==> src/rtl/ifetch_pkg.sv <==
// Shared widths, reset PC, FSM state and prefetch-entry payload for the fetch stage.
package ifetch_pkg;

    localparam int unsigned ADDR_W    = 8;
    localparam int unsigned DATA_W    = 8;
    localparam int unsigned BUF_DEPTH = 2;
    localparam logic [ADDR_W-1:0] RESET_PC = 8'h00;

    typedef enum logic {
        FETCH = 1'b0,
        HALT  = 1'b1
    } state_t;

    typedef struct packed {
        logic [ADDR_W-1:0] pc;
        logic [DATA_W-1:0] data;
    } buf_entry_t;

endpackage

==> src/rtl/fetch_buf.sv <==
// Two-entry prefetch FIFO; the head always sits in slot 0 so it comes straight from a register.
module fetch_buf
    import ifetch_pkg::*;
(
    input  logic       clk,
    input  logic       rst,
    input  logic       i_push,
    input  logic       i_pop,
    input  logic       i_flush,
    input  buf_entry_t i_din,
    output buf_entry_t o_head,
    output logic       o_full,
    output logic       o_empty,
    output logic [1:0] o_count
);

    buf_entry_t r_ent0;
    buf_entry_t r_ent1;
    logic [1:0] r_vld;
    logic       w_pop;

    assign w_pop = i_pop & r_vld[0];

    // Flush clears occupancy only; stale payload is don't-care once empty.
    always_ff @(posedge clk or posedge rst) begin
        if (rst) begin
            r_ent0 <= '0;
            r_ent1 <= '0;
            r_vld  <= 2'b00;
        end else if (i_flush) begin
            r_vld <= 2'b00;
        end else if (w_pop) begin
            if (r_vld[1]) begin
                r_ent0 <= r_ent1;
                if (i_push) begin
                    r_ent1 <= i_din;
                end else begin
                    r_vld <= 2'b01;
                end
            end else if (i_push) begin
                r_ent0 <= i_din;
            end else begin
                r_vld <= 2'b00;
            end
        end else if (i_push) begin
            if (!r_vld[0]) begin
                r_ent0 <= i_din;
                r_vld  <= 2'b01;
            end else if (!r_vld[1]) begin
                r_ent1 <= i_din;
                r_vld  <= 2'b11;
            end
        end
    end

    assign o_head  = r_ent0;
    assign o_full  = r_vld[1];
    assign o_empty = ~r_vld[0];
    assign o_count = 2'(r_vld[0]) + 2'(r_vld[1]);

endmodule

==> src/rtl/instr_fetch.sv <==
// Fetch stage: PC, FETCH/HALT FSM, jump/flush priority, feeding a 2-entry prefetch buffer.
// Optional IFETCH_WRAP_HALT_EN: fetching from 8'hFF halts until a jump followed by halt=0.
module instr_fetch
    import ifetch_pkg::*;
(
    input  logic              clk,
    input  logic              rst,
    output logic [ADDR_W-1:0] rom_addr,
    input  logic [DATA_W-1:0] rom_data,
    output logic              instr_valid,
    input  logic              instr_ready,
    output logic [DATA_W-1:0] instr_data,
    output logic [ADDR_W-1:0] instr_pc,
    input  logic              jump_en,
    input  logic [ADDR_W-1:0] jump_addr,
    input  logic              halt,
    output logic              halted
);

    state_t            r_state;
    state_t            w_state_nxt;
    logic [ADDR_W-1:0] r_pc;
    logic [ADDR_W-1:0] w_pc_nxt;
    logic              r_halted;
    logic              w_push;
    logic              w_pop;
    logic              w_flush;
    logic              w_full;
    logic              w_empty;
    logic [1:0]        w_count;
    logic              w_locked;
    logic              w_lock_nxt;
    buf_entry_t        w_din;
    buf_entry_t        w_head;

`ifdef IFETCH_WRAP_HALT_EN
    logic r_wrap_lock;

    always_ff @(posedge clk or posedge rst) begin
        if (rst) begin
            r_wrap_lock <= 1'b0;
        end else begin
            r_wrap_lock <= w_lock_nxt;
        end
    end

    assign w_locked = r_wrap_lock;
`else
    assign w_locked = 1'b0;
`endif

    always_ff @(posedge clk or posedge rst) begin
        if (rst) begin
            r_state  <= FETCH;
            r_pc     <= RESET_PC;
            r_halted <= 1'b0;
        end else begin
            r_state  <= w_state_nxt;
            r_pc     <= w_pc_nxt;
            r_halted <= (w_state_nxt == HALT);
        end
    end

    // Jump outranks everything: it flushes, blocks push/pop and only reloads the PC.
    always_comb begin
        w_state_nxt = r_state;
        w_pc_nxt    = r_pc;
        w_push      = 1'b0;
        w_flush     = jump_en;
        w_pop       = ~jump_en & instr_ready & (w_count != 2'd0);
        w_lock_nxt  = w_locked;

        case (r_state)
            FETCH:   if (halt) w_state_nxt = HALT;
            HALT:    if (!halt && !w_locked) w_state_nxt = FETCH;
            default: w_state_nxt = FETCH;
        endcase

        if (jump_en) begin
            w_pc_nxt   = jump_addr;
            w_lock_nxt = 1'b0;
        end else if (r_state == FETCH && !halt && (!w_full || w_pop)) begin
            w_push   = 1'b1;
            w_pc_nxt = r_pc + ADDR_W'(1);
`ifdef IFETCH_WRAP_HALT_EN
            if (r_pc == {ADDR_W{1'b1}}) begin
                w_state_nxt = HALT;
                w_lock_nxt  = 1'b1;
            end
`endif
        end
    end

    assign w_din.pc   = r_pc;
    assign w_din.data = rom_data;

    fetch_buf u_buf (
        .clk     (clk),
        .rst     (rst),
        .i_push  (w_push),
        .i_pop   (w_pop),
        .i_flush (w_flush),
        .i_din   (w_din),
        .o_head  (w_head),
        .o_full  (w_full),
        .o_empty (w_empty),
        .o_count (w_count)
    );

    assign rom_addr    = r_pc;
    assign instr_valid = ~w_empty;
    assign instr_data  = w_head.data;
    assign instr_pc    = w_head.pc;
    assign halted      = r_halted;

endmodule

==> config.mk <==
export PLATFORM = sky130hd
export DESIGN_NAME = instr_fetch
export DESIGN_NICKNAME = d
export VERILOG_FILES = /design/src/rtl/ifetch_pkg.sv /design/src/rtl/fetch_buf.sv /design/src/rtl/instr_fetch.sv
export SDC_FILE = /design/constraint.sdc
export NUM_CORES = 1
export LEC_CHECK = 0
export BUFFER_PORTS_ARGS = -buffer_cell sky130_fd_sc_hd__buf_2
export CAP_MARGIN = 20
export CORE_MARGIN = 1.5
export CORE_UTILIZATION = 30
export DETAILED_ROUTE_END_ITERATION = 6
export PLACE_DENSITY_LB_ADDON = 0.05
export SLEW_MARGIN = 5
export SYNTH_ARGS = -nofsm -noshare
export SYNTH_HDL_FRONTEND = slang
export SYNTH_HIERARCHICAL = 1
export SYNTH_SLANG_ARGS = --single-unit
==> constraint.sdc <==
create_clock -name clk -period 3.8 [get_ports clk]
set_input_delay 0 -clock clk [delete_from_list [all_inputs] [get_ports clk]]
set_output_delay 0 -clock clk [all_outputs]
set_load 0.005 [all_outputs]
# Word level (Yosys, flattened, before mapping)
# Index checks and enable logic that the tools add are counted.
# classes
add_sub_neg,2
eq_ne,5
mux,22
n_bitwise,5
n_reduce_logical,14
# ops
op,n
16-bit 2-to-1 mux,10
8-bit 2-to-1 mux,2
2-bit 2-to-1 mux,6
2-bit nonzero test,5
8-bit by 1-bit adder with 8-bit output (second input constant),1
6-bit AND reduction,1
1-bit 2-to-1 mux,4
2-bit by 1-bit inequality test with 1-bit output (second input constant),2
2-bit inequality test (second input constant),2
4-bit AND reduction,1
1-bit bitwise AND,3
3-bit inequality test (second input constant),1
3-bit nonzero test,1
1-bit by 1-bit adder with 2-bit output,1
1-bit logical AND,2
1-bit logical NOT,2
1-bit inverter,2
2-bit AND reduction,1
1-bit logical OR,1
# totals
register_bits,43
out_inout_bits,26
elab_cells,56

# Depth between registers and ports, before layout
# Gate-level depths: netlist of run 1.
# depth
word_depth,11
depth_mapped,9
ltp_nobuf,7

# By module
# The synthesis of run 1 kept the hierarchy.
# modules_own_cells
module,instances,cells_each,area_per_inst_um2
fetch_buf,1,102,1624.1
instr_fetch,1,66,551.8

# Least setup slack after synthesis of run 1
# Ideal clock, no wire load.
# synth_path
kind,register to register
startpoint,register u_buf.r_vld[1]
endpoint,register u_buf/r_ent1[0] (netlist name)
t_arrival_ns,2.686
t_required_ns,3.675
setup_slack_ns,0.989
path_stages_with_launch,10
cell_sequence,dfrtp_1 ha_1 nor2_1 o21a_1 clkbuf_1 nor3_1 inv_1 nor4_4 buf_8 mux2_4
# synth_via
elab_chain_cells,9
word_cells_on_any_way,16
# synth_lines
element,line_no,text
"start, declared",fetch_buf.sv:19,logic [1:0] r_vld;
"start signal, assigned",fetch_buf.sv:29,r_vld <= 2'b00;
"start signal, assigned",fetch_buf.sv:31,r_vld <= 2'b00;
"start signal, assigned",fetch_buf.sv:38,r_vld <= 2'b01;
1-bit by 1-bit adder with 2-bit output (*),fetch_buf.sv:59,assign o_count = 2'(r_vld[0]) + 2'(r_vld[1]);
named net w_count[0],instr_fetch.sv:30,logic [1:0] w_count;
2-bit nonzero test (*),instr_fetch.sv:70,w_pop = ~jump_en & instr_ready & (w_count != 2'd0);
1-bit bitwise AND (*),instr_fetch.sv:70,
1-bit logical OR (*),instr_fetch.sv:82,end else if (r_state == FETCH && !halt && (!w_full || w_pop)) begin
1-bit logical AND (*),instr_fetch.sv:82,
1-bit 2-to-1 mux (*),instr_fetch.sv:82,
1-bit 2-to-1 mux (*),instr_fetch.sv:79,if (jump_en) begin
named net w_push,instr_fetch.sv:25,logic w_push;
2-bit by 1-bit inequality test with 1-bit output (no source line) or 2-bit nonzero test (tied branches),n/a,
6-bit AND reduction (no source line) (*),n/a,
"end signal, assigned",fetch_buf.sv:36,r_ent1 <= i_din;
"end signal, assigned",fetch_buf.sv:50,r_ent1 <= i_din;
"end, declared",fetch_buf.sv:18,buf_entry_t r_ent1;
# The timed path passes the listed nets; every way through them passes the cells marked *.
# A chain may end at the register's enable or synchronous reset.

# Worst setup path in the final report of run 1
# layout_path
startpoint,register u_buf.r_vld[0]
endpoint,register u_buf/r_ent1[15] (netlist name)
# The elaborated chain is that of the path after synthesis.

==> run summary, run 1 <==
power per standard cell area -> 417 mW/mm^2
Fin. Hold Viols -> 0
Core Box Area -> 0.00691 sq mm
hpwl dp -> 3.21 mm
Synth Area per Inst -> 13.0 sq um
CTS tree -> built
Die Area -> 0.00777 sq mm
crit path time final -> 2970 ps
setup tns final -> 0 ps
Reg clk slew, reported paths -> 80 ps
Worst Hold Path Cells -> 2
Crit path largest cell delay -> 550 ps
HP Class -> primary input to flop
top post-synthesis cells by count -> dfrtp_1 (43), mux2_2 (36), mux2_4 (12)
Critical Path Start Type -> flop
initial antenna violation count -> 0
Seq/Total Area, Yosys -> 0.495
final max-slew violation count -> 0
number of buffers created by CTS -> 5
I/O pin total -> 47
max-cap viol count -> 0
Seq cells post-synth -> 43
worst-skew pair later-pin latency -> 300 ps
post-route ant nets -> 0
drt total wl -> 4.55 mm
hold path endpoint -> u_buf/r_vld[0]
Post-Synthesis Cells -> 168
Avg WL per Cell -> 13.7 microns
number of global-route vias before repair -> 1528
Worst Path Arrival -> 3160 ps
worst r2r src -> u_buf/r_vld[0]
Setup violations, final -> 0
reg2reg path depth -> 8
DR pass1 iterations -> 4
gr ovfl total -> 0
P_leak -> 0.00123 uW
Max Fclk -> 337 MHz
Crit Path Category -> flop to flop
ANT cells -> 0
synthesized area -> 0.00218 sq mm
IO buf count -> 46
most common cell in the netlist -> dfrtp_1
Setup WS pre-CTS -> 805 ps
number of H-tree levels -> 2
Max FO, Critical Path -> 15
Req. time, crit path -> 3990 ps
largest net degree at the start of global routing -> 35
Setup Skew -> 2.92 ps
routed vias/inst -> 4.56
synth top area cells -> dfrtp_1 (49%), mux2_2 (19%), mux2_4 (8.3%)
EDFF count, synth -> 0
Die Span Y -> 88.2 microns
slowest stage cell, crit path -> dfrtp_1
clk buf depth -> 2
Synth Warn # -> 6
Netlist cell types -> 35
worst hold start -> jump_en
largest area contributor in the netlist -> dfrtp_1
routed via count -> 1514
post-synth top area share -> 0.495
first-pass GRT wire length -> 7.55 mm
DIE WIDTH -> 88.2 microns
VDD IR max -> 0.181 mV
unrepaired setup endpoints after global routing -> no
R2R Setup Slk -> 830 ps
initial DRC count -> 61
gpl congestion -> 0.795
Final Cycle Share -> 0.781
nature of the critical path endpoint -> flop
Post-route DRC -> 0
Synth Net Count -> 191
setup bufs post-CTS -> 0
clock root buffer -> clkbuf_8
Area Overhead vs Synth -> 26.4%
initial core utilization -> 0.315
Worst-Margin Slew -> 581 ps
clock tree sinks -> 43
Slew headroom -> 0.609
Row Count -> 30
Nets -> 258
GRT Resource Usage Total -> 0.129
sequence of cells on the critical path -> ha_1 -> nor2_1 -> o21a_1 -> nor3_1 -> inv_1 -> nor4_4 -> buf_4 -> mux2_2
fin worst setup slack -> 831 ps
worst reg2reg endpoint -> u_buf/r_ent1[15]
top_reg_cell synth -> dfrtp_1
fraction of layout instances using a drive strength above 1 -> 0.470
Async SR Flop Fraction -> 1.00
status -> finished clean
sequential cells by signal, summed over array words and instances (netlist names):
name / cells
halted: 1
rom_addr: 8
u_buf/o_head: 16
u_buf/r_ent1: 16
u_buf/r_vld: 2
worst max path at each step:
stage                              start          endpoint  slack (ps)  depth (start not counted)
after floorplan           u_buf/r_vld[1]   u_buf/r_ent1[0]         990                          9
after global placement    u_buf/r_vld[0]   u_buf/r_ent1[7]         950                          8
after detailed placement  u_buf/r_vld[0]  u_buf/r_ent1[15]         800                          8
after CTS                 u_buf/r_vld[0]  u_buf/r_ent1[15]         800                          8
after global routing      u_buf/r_vld[0]  u_buf/r_ent1[15]         570                          8
final                     u_buf/r_vld[0]  u_buf/r_ent1[15]         830                          8
per-layer routing:
| layer | vias to the layer above | track usage | part of all wire |
|---|---|---|---|
| met5 | - | 0 | 0 |
| met4 | 0 | 0.0469 | 0.015 |
| met3 | 8 | 0.0292 | 0.030 |
| met2 | 28 | 0.203 | 0.46 |
| met1 | 739 | 0.175 | 0.49 |
| li1 | 739 | - | - |
metrics by stage:
| stage | hold slack (ps) | power, uW | cells | utilization | instance area [sq um] |
|---|---|---|---|---|---|
| 2_1_floorplan | -172 | 747 | 168 | - | 2180 |
| 3_3_place_gp | 1.28 | 849 | 306 | 0.360 | 2480 |
| 3_5_place_dp | 4.99 | 855 | 306 | 0.360 | 2480 |
| 4_1_cts | 104 | 1170 | 332 | 0.398 | 2750 |
| 5_1_grt | 132 | 1220 | 332 | 0.398 | 2750 |
| 6_report | 108 | 1150 | 332 | 0.398 | 2750 |
report_power, final:
group          internal, uW  switching [uW]  total, uW
Sequential              545            57.7        603
Combinational           156            95.1        251
Clock                   129             163        292
worst max-delay path, delay by kind of cell (launching register included):
kind	cells	cell delay, ps
compound gates	1	310
fa+ha+maj	1	360
buf+inv	2	440
flops	1	550
mux	1	350
simple gates	3	860
final cells by class:
class                   instances  area (sq um)
repair buffers                 68           440
clock inverters                 2          12.5
inverters                       7          31.3
fillers                       691          4160
clock buffers                   6          72.6
well taps                      96           120
multi-input cells             110           997
flip-flops and latches         43          1080
layout by cell type, fill, tap and decap left out, types with 2 or more instances in the layout:
cell and n:
buf_2 46, dfrtp_1 43, mux2_2 36, dlygate4sd3_1 18, mux2_4 12, nor2_1 7, o21ai_0 7, inv_1 6
nand2_1 6, a31oi_1 5, or3_1 5, clkbuf_8 5, nor3_1 4, a21oi_1 4, buf_4 4, nand3_1 3
or4_1 2, ha_1 2
kinds of logic (layout without fill, tap and decap cells):
group,after synthesis,count (layout),share of synthesized area
flip-flops,43,43,0.495
adder cells (fa/ha/maj),2,2,0.0115
buffers and inverters,15,83,0.0471
AND/OR/NAND/NOR,34,34,0.0949
AO/OA/AOI/OAI,25,25,0.0788
XOR/XNOR,1,1,0.00403
multiplexers,48,48,0.269
repair_timing:
action / in CTS / in global routing
hold endpoints to repair: 60 / 0
hold buffers: 18 / 0
gates resized for setup: 0 / 0
No activity file was read; power rests on OpenSTA's default activity.
==> run 2, diff against run 1 <==
--- a/config.mk
+++ b/config.mk
@@ -5,6 +5,7 @@
 export SDC_FILE = /design/constraint.sdc
 export NUM_CORES = 1
 export LEC_CHECK = 0
+export ABC_AREA = 1
 export BUFFER_PORTS_ARGS = -buffer_cell sky130_fd_sc_hd__buf_2
 export CAP_MARGIN = 20
 export CORE_MARGIN = 1.5
==> constraint.sdc (replaced) <==
create_clock -name clk -period 2.9 [get_ports clk]
set_input_delay 0 -clock clk [delete_from_list [all_inputs] [get_ports clk]]
set_output_delay 0 -clock clk [all_outputs]
set_load 0.005 [all_outputs]
==> run 2 against run 1 <==
Final cell count up 44%. Via count up 37%. Global-route usage is 3.2 points higher. Largest power group unchanged. Power up 23%. Sequential cell count unchanged. Combinational power down 12%. Cell area up 3.9%. Highest routed layer unchanged. Critical path depth increased by 4. Non-clock buffer count unchanged.
==> run summary, run 2 <==
status -> finished clean (unchanged)
worst reg2reg endpoint -> u_buf/r_vld[1] (was u_buf/r_ent1[15])
Max Fclk -> 449 MHz (was 337 MHz)
crit path time final -> 2230 ps (was 2970 ps)
Filler Cells Inserted -> 800 (was 691)
worst hold slack -> 28.9 ps (was 108 ps)
worst-skew pair later-pin latency -> 300 ps (about the same)
Final Cycle Share -> 0.767 (was 0.781)
Core Box Area -> 0.00725 sq mm (was 0.00691 sq mm)
P_leak -> 0.00168 uW (was 0.00123 uW)
Slew headroom -> 0.705 (was 0.609)
Post-route DRC -> 0 (unchanged)
Die Area -> 0.00801 sq mm (was 0.00777 sq mm)
synthesized area -> 0.00224 sq mm (was 0.00218 sq mm)
fraction of layout instances using a drive strength above 1 -> 0.196 (was 0.470)
unrepaired setup endpoints after global routing -> no (unchanged)
Req. time, crit path -> 3110 ps (was 3990 ps)
initial antenna violation count -> 0 (unchanged)
DR pass1 iterations -> 4 (unchanged)
Async SR Flop Fraction -> 1.00 (unchanged)
final core utilization -> 0.394 (was 0.398)
number of H-tree levels -> 2 (unchanged)
Synth Net Count -> 333 (was 191)
Setup Skew -> 7.33 ps (was 2.92 ps)
Worst-Margin Slew -> 443 ps (was 581 ps)
final max-slew violation count -> 0 (unchanged)
post-synth top area share -> 0.479 (was 0.495)
clk buf depth -> 2 (unchanged)
top_reg_cell synth -> dfrtp_1 (unchanged)
most common cell after layout, fill and taps aside -> nand2_1 (was buf_2)
worst hold start -> jump_addr[3] (was jump_en)
hpwl dp -> 4.00 mm (was 3.21 mm)
EDFF count, synth -> 0 (unchanged)
Nets -> 400 (was 258)
worst r2r src -> u_buf/r_vld[1] (was u_buf/r_vld[0])
Setup violations, final -> 0 (unchanged)
Synth Warn # -> 6 (unchanged)
routed vias/inst -> 4.33 (was 4.56)
routed via count -> 2067 (was 1514)
number of global-route vias before repair -> 2024 (was 1528)
gpl congestion -> 0.836 (was 0.795)
final cell count without fillers -> 477 (was 332)
largest net degree at the start of global routing -> 35 (unchanged)
gr ovfl total -> 0 (unchanged)
post-synthesis compound-gate area fraction -> 0.0268 (was 0.0788)
ANT cells -> 0 (unchanged)
Critical Path Start Type -> flop (unchanged)
max-cap viol count -> 0 (unchanged)
Post-Synthesis Cells -> 310 (was 168)
IO buf count -> 46 (unchanged)
Crit Path Category -> flop to flop (unchanged)
Seq/Total Area, Yosys -> 0.479 (was 0.495)
setup tns final -> 0 ps (unchanged)
largest area contributor in the netlist -> dfrtp_1 (unchanged)
Worst Path Arrival -> 2430 ps (was 3160 ps)
reg2reg path depth -> 12 (was 8)
Worst Hold Path Cells -> 5 (was 2)
VDD IR max -> 0.196 mV (was 0.181 mV)
GRT Resource Usage Total -> 0.162 (was 0.129)
most frequent cells in the layout -> nand2_1 (182), buf_2 (46), dfrtp_1 (43), nand3_1 (28), inv_1 (17) (was buf_2 (46), dfrtp_1 (43), mux2_2 (36), dlygate4sd3_1 (18), mux2_4 (12))
Area Overhead vs Synth -> 27.3% (was 26.4%)
initial core utilization -> 0.309 (was 0.315)
clock tree sinks -> 43 (unchanged)
first-pass GRT wire length -> 9.86 mm (was 7.55 mm)
Row Count -> 31 (was 30)
initial DRC count -> 91 (was 61)
top post-synthesis cells by count -> nand2_1 (182), dfrtp_1 (43), nand3_1 (28) (was dfrtp_1 (43), mux2_2 (36), mux2_4 (12))
Adder-Cell Fraction of Synth Area -> 0.0111 (was 0.0115)
HP Class -> primary input to flop (unchanged)
Avg WL per Cell -> 12.5 microns (was 13.7 microns)
I/O pin total -> 47 (unchanged)
Synth Area per Inst -> 7.24 sq um (was 13.0 sq um)
largest family of logic cells by synthesized area -> simple AND/OR/NAND/NOR gates (was multiplexers)
clock root buffer -> clkbuf_8 (unchanged)
total power -> 1410 uW (was 1150 uW)
mux contribution to synthesized area -> 0 (was 0.269)
CTS tree -> built (unchanged)
post-route ant nets -> 0 (unchanged)
nature of the critical path endpoint -> flop (unchanged)
power per standard cell area -> 492 mW/mm^2 (was 417 mW/mm^2)
Fin. Hold Viols -> 0 (unchanged)
CP startpoint -> u_buf/r_vld[1] (was u_buf/r_vld[0])
Post-Synth XOR/XNOR Area -> 0.00390 (was 0.00403)
DIE WIDTH -> 89.5 microns (was 88.2 microns)
Reg clk slew, reported paths -> 90 ps (was 80 ps)
Die Span Y -> 89.5 microns (was 88.2 microns)
drt total wl -> 5.94 mm (was 4.55 mm)
Seq cells post-synth -> 43 (unchanged)
hold path endpoint -> rom_addr[3] (was u_buf/r_vld[0])
R2R Setup Slk -> 670 ps (was 830 ps)
synth top area cells -> dfrtp_1 (48%), nand2_1 (30%), nand3_1 (6.2%) (was dfrtp_1 (49%), mux2_2 (19%), mux2_4 (8.3%))
number of buffers created by CTS -> 5 (unchanged)
placed insts -> 453 (was 306)
Max FO, Critical Path -> 10 (was 15)
most common cell in the netlist -> nand2_1 (was dfrtp_1)
Netlist cell types -> 23 (was 35)
simple-gate area share of the yosys netlist -> 0.418 (was 0.0949)
run 2: cell count changes after synthesis, moves of 3 or more:
cell     before  now
nand2_4       0    3
inv_1         6   17
mux2_4       12    0
inv_2         0    4
nor3_1        4    0
buf_4         0    3
nand3_1       3   28
or3_1         5    0
mux2_2       36    0
nand2_1       6  182
a31oi_1       5    0
a21oi_1       4    0
run 2: what timing repair did:
action,4_1_cts,5_1_grt
hold buffers,16,0
hold endpoints to repair,59,0
gates resized for setup,0,0
setup buffers,0,0
run 2: power breakdown:
part           internal [uW]  switching (uW)
logic                    107             115
registers                650            55.6
clock network            257             223
total                   1010             393
run 2: cells by family (layout without fill, tap and decap cells):
logic type      after synthesis  in the layout
simple gates                226            226
flops                        43             43
buf+inv                      29             97
compound gates                9              9
fa+ha+maj                     2              2
xor+xnor                      1              1
run 2: cell type report:
class | instances | area, sq um | share of cell area
Clock inverter | 3 | 43.8 | 0.0153
Clock buffer | 5 | 68.8 | 0.0241
Timing Repair Buffer | 68 | 435 | 0.152
Multi-Input combinational cell | 238 | 1030 | 0.361
Inverter | 21 | 78.8 | 0.0276
Sequential cell | 43 | 1080 | 0.377
Tap cell | 99 | 124 | 0.0433
run 2: through the flow:
stage / setup WS, ps / area [sq um]
5_1_grt: 389 / 2860
4_1_cts: 638 / 2860
3_5_place_dp: 651 / 2580
3_3_place_gp: 678 / 2580
6_report: 675 / 2860
2_1_floorplan: 922 / 2240
run 2: worst max path at each step:
stage / end / slack, ps / cells after the start
3_5_place_dp: u_buf/r_ent1[2] / 650 / 12
3_3_place_gp: u_buf/o_head[1] / 680 / 13
6_report: u_buf/r_vld[1] / 670 / 12
4_1_cts: u_buf/r_vld[1] / 640 / 12
2_1_floorplan: u_buf/r_ent1[10] / 920 / 13
5_1_grt: u_buf/o_head[10] / 390 / 13
run 2: metal layers:
layer | vias up | routed length (microns) | track usage
met4 | 0 | 53 | 0.0420
met5 | - | 0 | 0
met1 | 925 | 2930 | 0.213
met3 | 4 | 203 | 0.0259
met2 | 52 | 2760 | 0.276
li1 | 1086 | - | -
run 2: critical path, stage by stage, from the launching register on:
cell     delay [ps]
dfrtp_1         480
ha_1            310
inv_1            30
nand2_1          50
nand2_1          60
nand2_1         100
nand2_4          90
nor2_4          180
nand2_1         120
a21oi_4         310
buf_4           250
nand2_1          60
o21ai_0          90
